--- src/rtl/mips_reg_pkg.sv ---
// ---------------------------------------------------------------------------
// mips_reg_pkg
//  Shared definitions for the MIPS general-purpose register bank.
//  Holds the architectural register indices that get special treatment
//  ($zero, $sp, $ra), the $sp reset value and the index/word types.
// ---------------------------------------------------------------------------
package mips_reg_pkg;

   typedef logic [4:0]  reg_idx_t;
   typedef logic [31:0] word_t;

   localparam reg_idx_t REG_ZERO     = 5'd0;
   localparam reg_idx_t REG_SP       = 5'd29;
   localparam reg_idx_t REG_RA       = 5'd31;
   localparam word_t    SP_RESET_VAL = 32'd227;

endpackage : mips_reg_pkg

--- src/rtl/reg_read_port.sv ---
// ---------------------------------------------------------------------------
// reg_read_port
//  One combinational read port of the register bank: selects the indexed
//  word from the flattened storage, forces index 0 to zero and, when the
//  REG_BYPASS_EN macro is defined, forwards same-cycle write data.
//
//  Configuration macro: REG_BYPASS_EN (adds the wr_hit/wr_addr/wr_data ports)
//
//  Ports
//   regs     in   2**ADDR_W x DATA_W  stored register contents
//   rd_addr  in   ADDR_W              read index
//   wr_hit   in   1                   a real write is committing this cycle (bypass build only)
//   wr_addr  in   ADDR_W              write index (bypass build only)
//   wr_data  in   DATA_W              write data (bypass build only)
//   rd_data  out  DATA_W              read data, zero latency
// ---------------------------------------------------------------------------
module reg_read_port
   import mips_reg_pkg::*;
#(
   parameter int DATA_W = 32,
   parameter int ADDR_W = 5
) (
   input  logic [(2**ADDR_W)-1:0][DATA_W-1:0] regs,
   input  logic [ADDR_W-1:0]                  rd_addr,
`ifdef REG_BYPASS_EN
   input  logic                               wr_hit,
   input  logic [ADDR_W-1:0]                  wr_addr,
   input  logic [DATA_W-1:0]                  wr_data,
`endif
   output logic [DATA_W-1:0]                  rd_data
);

   // Read mux: $zero always reads zero; wr_hit already excludes index 0,
   // so the zero test must come first to keep $zero from ever forwarding.
   always_comb begin
      rd_data = '0;
      if (rd_addr == ADDR_W'(REG_ZERO)) begin
         rd_data = '0;
      end
`ifdef REG_BYPASS_EN
      else if (wr_hit && (rd_addr == wr_addr)) begin
         rd_data = wr_data;
      end
`endif
      else begin
         rd_data = regs[rd_addr];
      end
   end

endmodule : reg_read_port

--- src/rtl/reg_bank_rw.sv ---
// ---------------------------------------------------------------------------
// reg_bank_rw
//  32 x 32-bit MIPS general-purpose register bank. Two combinational read
//  ports (rs, rt), one clocked write port, $zero hard-wired to zero and
//  $sp preset on reset. A 16-bit debug counter tracks committed writes.
//
//  Configuration macro: REG_BYPASS_EN (same-cycle write-through forwarding
//  on both read ports; when undefined reads return the pre-edge value)
//
//  Ports
//   clk       in   1       rising-edge clock
//   reset_n   in   1       asynchronous active-low reset
//   rs_addr   in   ADDR_W  read port A index
//   rt_addr   in   ADDR_W  read port B index
//   rs_data   out  DATA_W  read port A data
//   rt_data   out  DATA_W  read port B data
//   wr_en     in   1       register write enable
//   wr_addr   in   ADDR_W  write destination index
//   wr_data   in   DATA_W  write-back data
//   wr_count  out  16      committed-write counter, wraps at 16'hFFFF
// ---------------------------------------------------------------------------
module reg_bank_rw
   import mips_reg_pkg::*;
#(
   parameter int                 DATA_W   = 32,
   parameter int                 ADDR_W   = 5,
   parameter int                 SP_IDX   = 29,
   parameter logic [DATA_W-1:0]  SP_RESET = SP_RESET_VAL
) (
   input  logic              clk,
   input  logic              reset_n,
   input  logic [ADDR_W-1:0] rs_addr,
   input  logic [ADDR_W-1:0] rt_addr,
   output logic [DATA_W-1:0] rs_data,
   output logic [DATA_W-1:0] rt_data,
   input  logic              wr_en,
   input  logic [ADDR_W-1:0] wr_addr,
   input  logic [DATA_W-1:0] wr_data,
   output logic [15:0]       wr_count
);

   localparam int                NREGS  = 2**ADDR_W;
   localparam logic [ADDR_W-1:0] SP_SEL = ADDR_W'(SP_IDX);

   logic [NREGS-1:0][DATA_W-1:0] regs_r;
   logic [15:0]                  wr_count_r;
   logic                         wr_hit_s;

   // A write commits only outside reset and never to $zero. Folding reset_n
   // in here also stops the bypass path from forwarding while reset is held,
   // so reads during reset show the reset contents.
   always_comb begin
      wr_hit_s = 1'b0;
      if (reset_n && wr_en && (wr_addr != ADDR_W'(REG_ZERO))) begin
         wr_hit_s = 1'b1;
      end else begin
         wr_hit_s = 1'b0;
      end
   end

   // Storage array and write path; reset clears everything except the stack pointer.
   always_ff @(posedge clk or negedge reset_n) begin
      if (!reset_n) begin
         regs_r         <= '0;
         regs_r[SP_SEL] <= SP_RESET;
      end else if (wr_hit_s) begin
         regs_r[wr_addr] <= wr_data;
      end else begin
         regs_r <= regs_r;
      end
   end

   // Committed-write counter; free-running wrap from 16'hFFFF to 16'h0000.
   always_ff @(posedge clk or negedge reset_n) begin
      if (!reset_n) begin
         wr_count_r <= 16'd0;
      end else if (wr_hit_s) begin
         wr_count_r <= wr_count_r + 16'd1;
      end else begin
         wr_count_r <= wr_count_r;
      end
   end

   assign wr_count = wr_count_r;

   reg_read_port #(
      .DATA_W (DATA_W),
      .ADDR_W (ADDR_W)
   ) u_rs_port (
      .regs    (regs_r),
      .rd_addr (rs_addr),
`ifdef REG_BYPASS_EN
      .wr_hit  (wr_hit_s),
      .wr_addr (wr_addr),
      .wr_data (wr_data),
`endif
      .rd_data (rs_data)
   );

   reg_read_port #(
      .DATA_W (DATA_W),
      .ADDR_W (ADDR_W)
   ) u_rt_port (
      .regs    (regs_r),
      .rd_addr (rt_addr),
`ifdef REG_BYPASS_EN
      .wr_hit  (wr_hit_s),
      .wr_addr (wr_addr),
      .wr_data (wr_data),
`endif
      .rd_data (rt_data)
   );

endmodule : reg_bank_rw

--- config.mk ---
export PLATFORM = sky130hd
export DESIGN_NAME = reg_bank_rw
export DESIGN_NICKNAME = d
export VERILOG_FILES = /design/src/rtl/mips_reg_pkg.sv /design/src/rtl/reg_read_port.sv /design/src/rtl/reg_bank_rw.sv
export SDC_FILE = /design/constraint.sdc
export NUM_CORES = 2
export LEC_CHECK = 0
export ABC_AREA = 1
export CAP_MARGIN = 5
export CORE_MARGIN = 5
export CORE_UTILIZATION = 40
export DETAILED_ROUTE_END_ITERATION = 7
export PLACE_DENSITY_LB_ADDON = 0.12
export RECOVER_POWER = 100
export REMOVE_ABC_BUFFERS = 1
export SYNTH_ARGS = -nofsm -noshare
export SYNTH_HDL_FRONTEND = slang
export SYNTH_SLANG_ARGS = --single-unit
--- constraint.sdc ---
create_clock -name clk -period 2.1 [get_ports clk]
set_clock_uncertainty 0.1 [all_clocks]
set_input_delay 0.315 -clock clk [delete_from_list [all_inputs] [get_ports clk]]
set_output_delay 0.315 -clock clk [all_outputs]
set_load 0.1 [all_outputs]
==> reports/metrics.yaml <==
detailed_routing:
  wl_met2_mm: 108
  routedWlPerCell_um: 22.4
  m1WireLength_mm: 98.9
  drt_iter0_markers: 7293
  vias: 59642
  vias_per_cell: 5.67
  wirelength_mm: 236
  top_layer: "met4"
  drt.antenna.violating_nets: 0
  dr.pass1.iters: 6
  wl_met3_mm: 18.4
  drc_errors: 0
cts:
  clk_latency_ns: 0.76
  clk_pin_slew_ns: 0.06
  cts_num_sinks: 1040
  cts_made_buffers: 130
  cts_buffer_depth: 3
  tritoncts: "done"
  htree_levels: 4
  ctsRootBufferMaster: "clkbuf_16"
finish:
  final_util_pct: 50.1
  drive_gt1_share_pct: 14.4
  syn_to_final_growth_pct: 24.2
  nets: 8588
  register_area_mm2: 0.0260
  fillers: 14033
  final_area_mm2: 0.0711
  multi_input_area_mm2: 0.0290
worst_setup_path:
  arrival_ns: 2.31
  path_class: "reg -> out"
  r2r_slack_ns: 0.53
  cp_max_fo: 3
  crit_chain: "nand2_1 -> nand3_1 -> nand3_1 -> nand2_1 -> nand2_1 -> nand3_2 -> nand2_2 -> nor2_4 -> buf_12"
  reg2reg_depth: 7
  cp.required_ns: 1.68
  startpoint_type: "register"
  cp_common_cell: "nand2_1"
  worstReg2RegStart: "wr_count[4]$_DFFE_PN0P_"
  cpMaxStageDelayCell: "dfrtp_1"
  crit_path_end_kind: "output port"
  r2r_end: "wr_count[15]$_DFFE_PN0P_"
  slowest_delay_ns: 0.41
sta:
  min_period_over_period_pct: 130
  slew_headroom_pct: -0.660
  slew_viol_final: 45
  setup_ws_ns: -0.620
  max_freq_mhz: 368
  fin_crit_ns: 2.72
  hold_viol_final: 0
  rsz0062_at_grt: "yes"
  worstMarginPinSlew_ns: 1.51
  setup_viol: 418
yosys:
  synth_most_common_cell: "nand2_1"
  synth_flop_cell: "dfrtp_1"
  synth_edf_count: 0
  netlist_top_cells_count: "nand2_1 (3,535), nand3_1 (1,381), o21ai_0 (1,046)"
  synth_area_leader_cell: "dfrtp_1"
  synth_area_mm2: 0.0573
  synth_seq_cells: 1040
  synth_top_area_share_pct: 45.2
  async_flop_share_pct: 100
  synth_area_leaders: "dfrtp_1 (45%), nand2_1 (23%), nand3_1 (12%), o21ai_0 (9.1%), clkbuf_1 (3.9%)"
  synthCells: 8384
  synth_warnings: 0
  ys_seq_area_share_pct: 45.5
  ys_types: 33
  syn_area_per_cell_um2: 6.83
global_routing:
  gr-total-overflow: 0
  grt_pass1_wl_mm: 358
  grt_pass1_vias: 56553
  grt_usage_pct: 30.5
  grt_max_degree: 177
  grt_antenna_before_repair: 1
power:
  p_leak_nw: 32.9
  peakVddDrop_mv: 0.767
  powerDensity_mw_per_mm2: 852
placement:
  portBuffers: 129
  place_area_mm2: 0.0665
  place_hpwl_mm: 150
  gp_congestion: 0.882
status:
  violations: "max-slew violations, negative setup slack"
  status: "finished with violations"
floorplan:
  die_y_um: 388
  core_region_area_mm2: 0.142
  dieArea_mm2: 0.151
  rows: 138
  ios: 130
  die_w_um: 388
  start_util_pct: 40.3
hold_path:
  hold_class: "in -> reg"
  holdPathStages: 4
  worstHoldStart: "wr_data[16]"
  hold_end: "regs_r[48]$_DFFE_PN0P_"
job:
  max_cap_viol_count: 0
-- worst max-delay path, delay by kind of cell, from the launching register on --
kind          cells  cell delay (ns)
simple gates      8             0.88
buf+inv           1             0.21
flops             1             0.41
-- state kept, by name, summed over array words and instances, names as in the netlist --
| name | flops |
|---|---|
| wr_count | 16 |
| regs_r | 1024 |
-- layout by cell type (no fill, tap or decap), drive strengths merged, types with 25 or more instances in the layout --
cell           count
a21oi            115
buf              664
clkbuf           261
clkdlybuf4s50     38
clkinv            25
dfrtp           1035
inv              103
nand2           3537
nand3           1385
nor2             282
o21ai           1129
-- power by group --
| part | switching [mW] | internal, mW | total [mW] | leakage, nW |
|---|---|---|---|---|
| clock network | 9.30 | 13.9 | 23.2 | 2.15 |
| registers | 2.15 | 22.6 | 24.8 | 13.9 |
| logic | 7.90 | 4.78 | 12.7 | 16.8 |
| total | 19.3 | 41.3 | 60.6 | 32.9 |
-- per-stage QoR --
stage	total power, mW	setup TNS, ns	hold WS, ns	cells	setup WS (ns)
detailed placement	37.1	-120.44	0.289	10250	-0.579
CTS	60.7	-29.21	0.0373	10477	-0.631
finish	60.6	-66.00	0.296	10526	-0.620
global route	63.5	-164.77	0.290	10525	-0.665
global placement	36.9	-97.71	0.286	10250	-0.632
floorplan	31.5	-349.10	-0.0806	7625	-4.53
-- worst max path at each step --
stage / start / endpoint / slack, ns / cells after the start
detailed placement: rs_addr[0] / rs_data[1] / -0.58 / 14
CTS: regs_r[929]$_DFFE_PN1P_ / rs_data[1] / -0.63 / 9
global route: regs_r[929]$_DFFE_PN1P_ / rs_data[1] / -0.67 / 9
floorplan: rt_addr[1] / rt_data[11] / -4.53 / 7
global placement: rs_addr[0] / rs_data[1] / -0.63 / 14
finish: regs_r[641]$_DFFE_PN0P_ / rs_data[1] / -0.62 / 9
-- area by class of cell --
type / instances / area share, %
multi-input cells: 6488 / 40.8
flip-flops and latches: 1040 / 36.6
repair buffers: 780 / 12.5
clock buffers: 184 / 5.30
well taps: 1890 / 3.32
clock inverters: 45 / 0.832
inverters: 97 / 0.584
diodes: 2 / 0.00704
-- routing by layer --
metal | global-route usage, % | vias up
met5 | 0 | -
met4 | 13.1 | 0
met3 | 4.49 | 608
met2 | 48.8 | 2887
met1 | 41.3 | 28561
li1 | - | 27586
-- cells by family after synthesis --
family | count (synthesis) | synth area share (%)
and+or+nand+nor | 5231 | 37.7
AOI/OAI and AO/OA | 1244 | 10.9
DFF | 1040 | 45.5
buffers and inverters | 856 | 5.81
xor gates and xnor gates | 12 | 0.184
adders and majority gates | 1 | 0.0218
-- what timing repair did --
item,CTS,global route
hold buffers,1,0
hold endpoints to repair,645,0
setup endpoints to repair,64,64
resized for setup,190,203
pin swaps,287,257
gates cloned,0,0
buffers inserted,22,55
(Power assumes the default switching activity.)
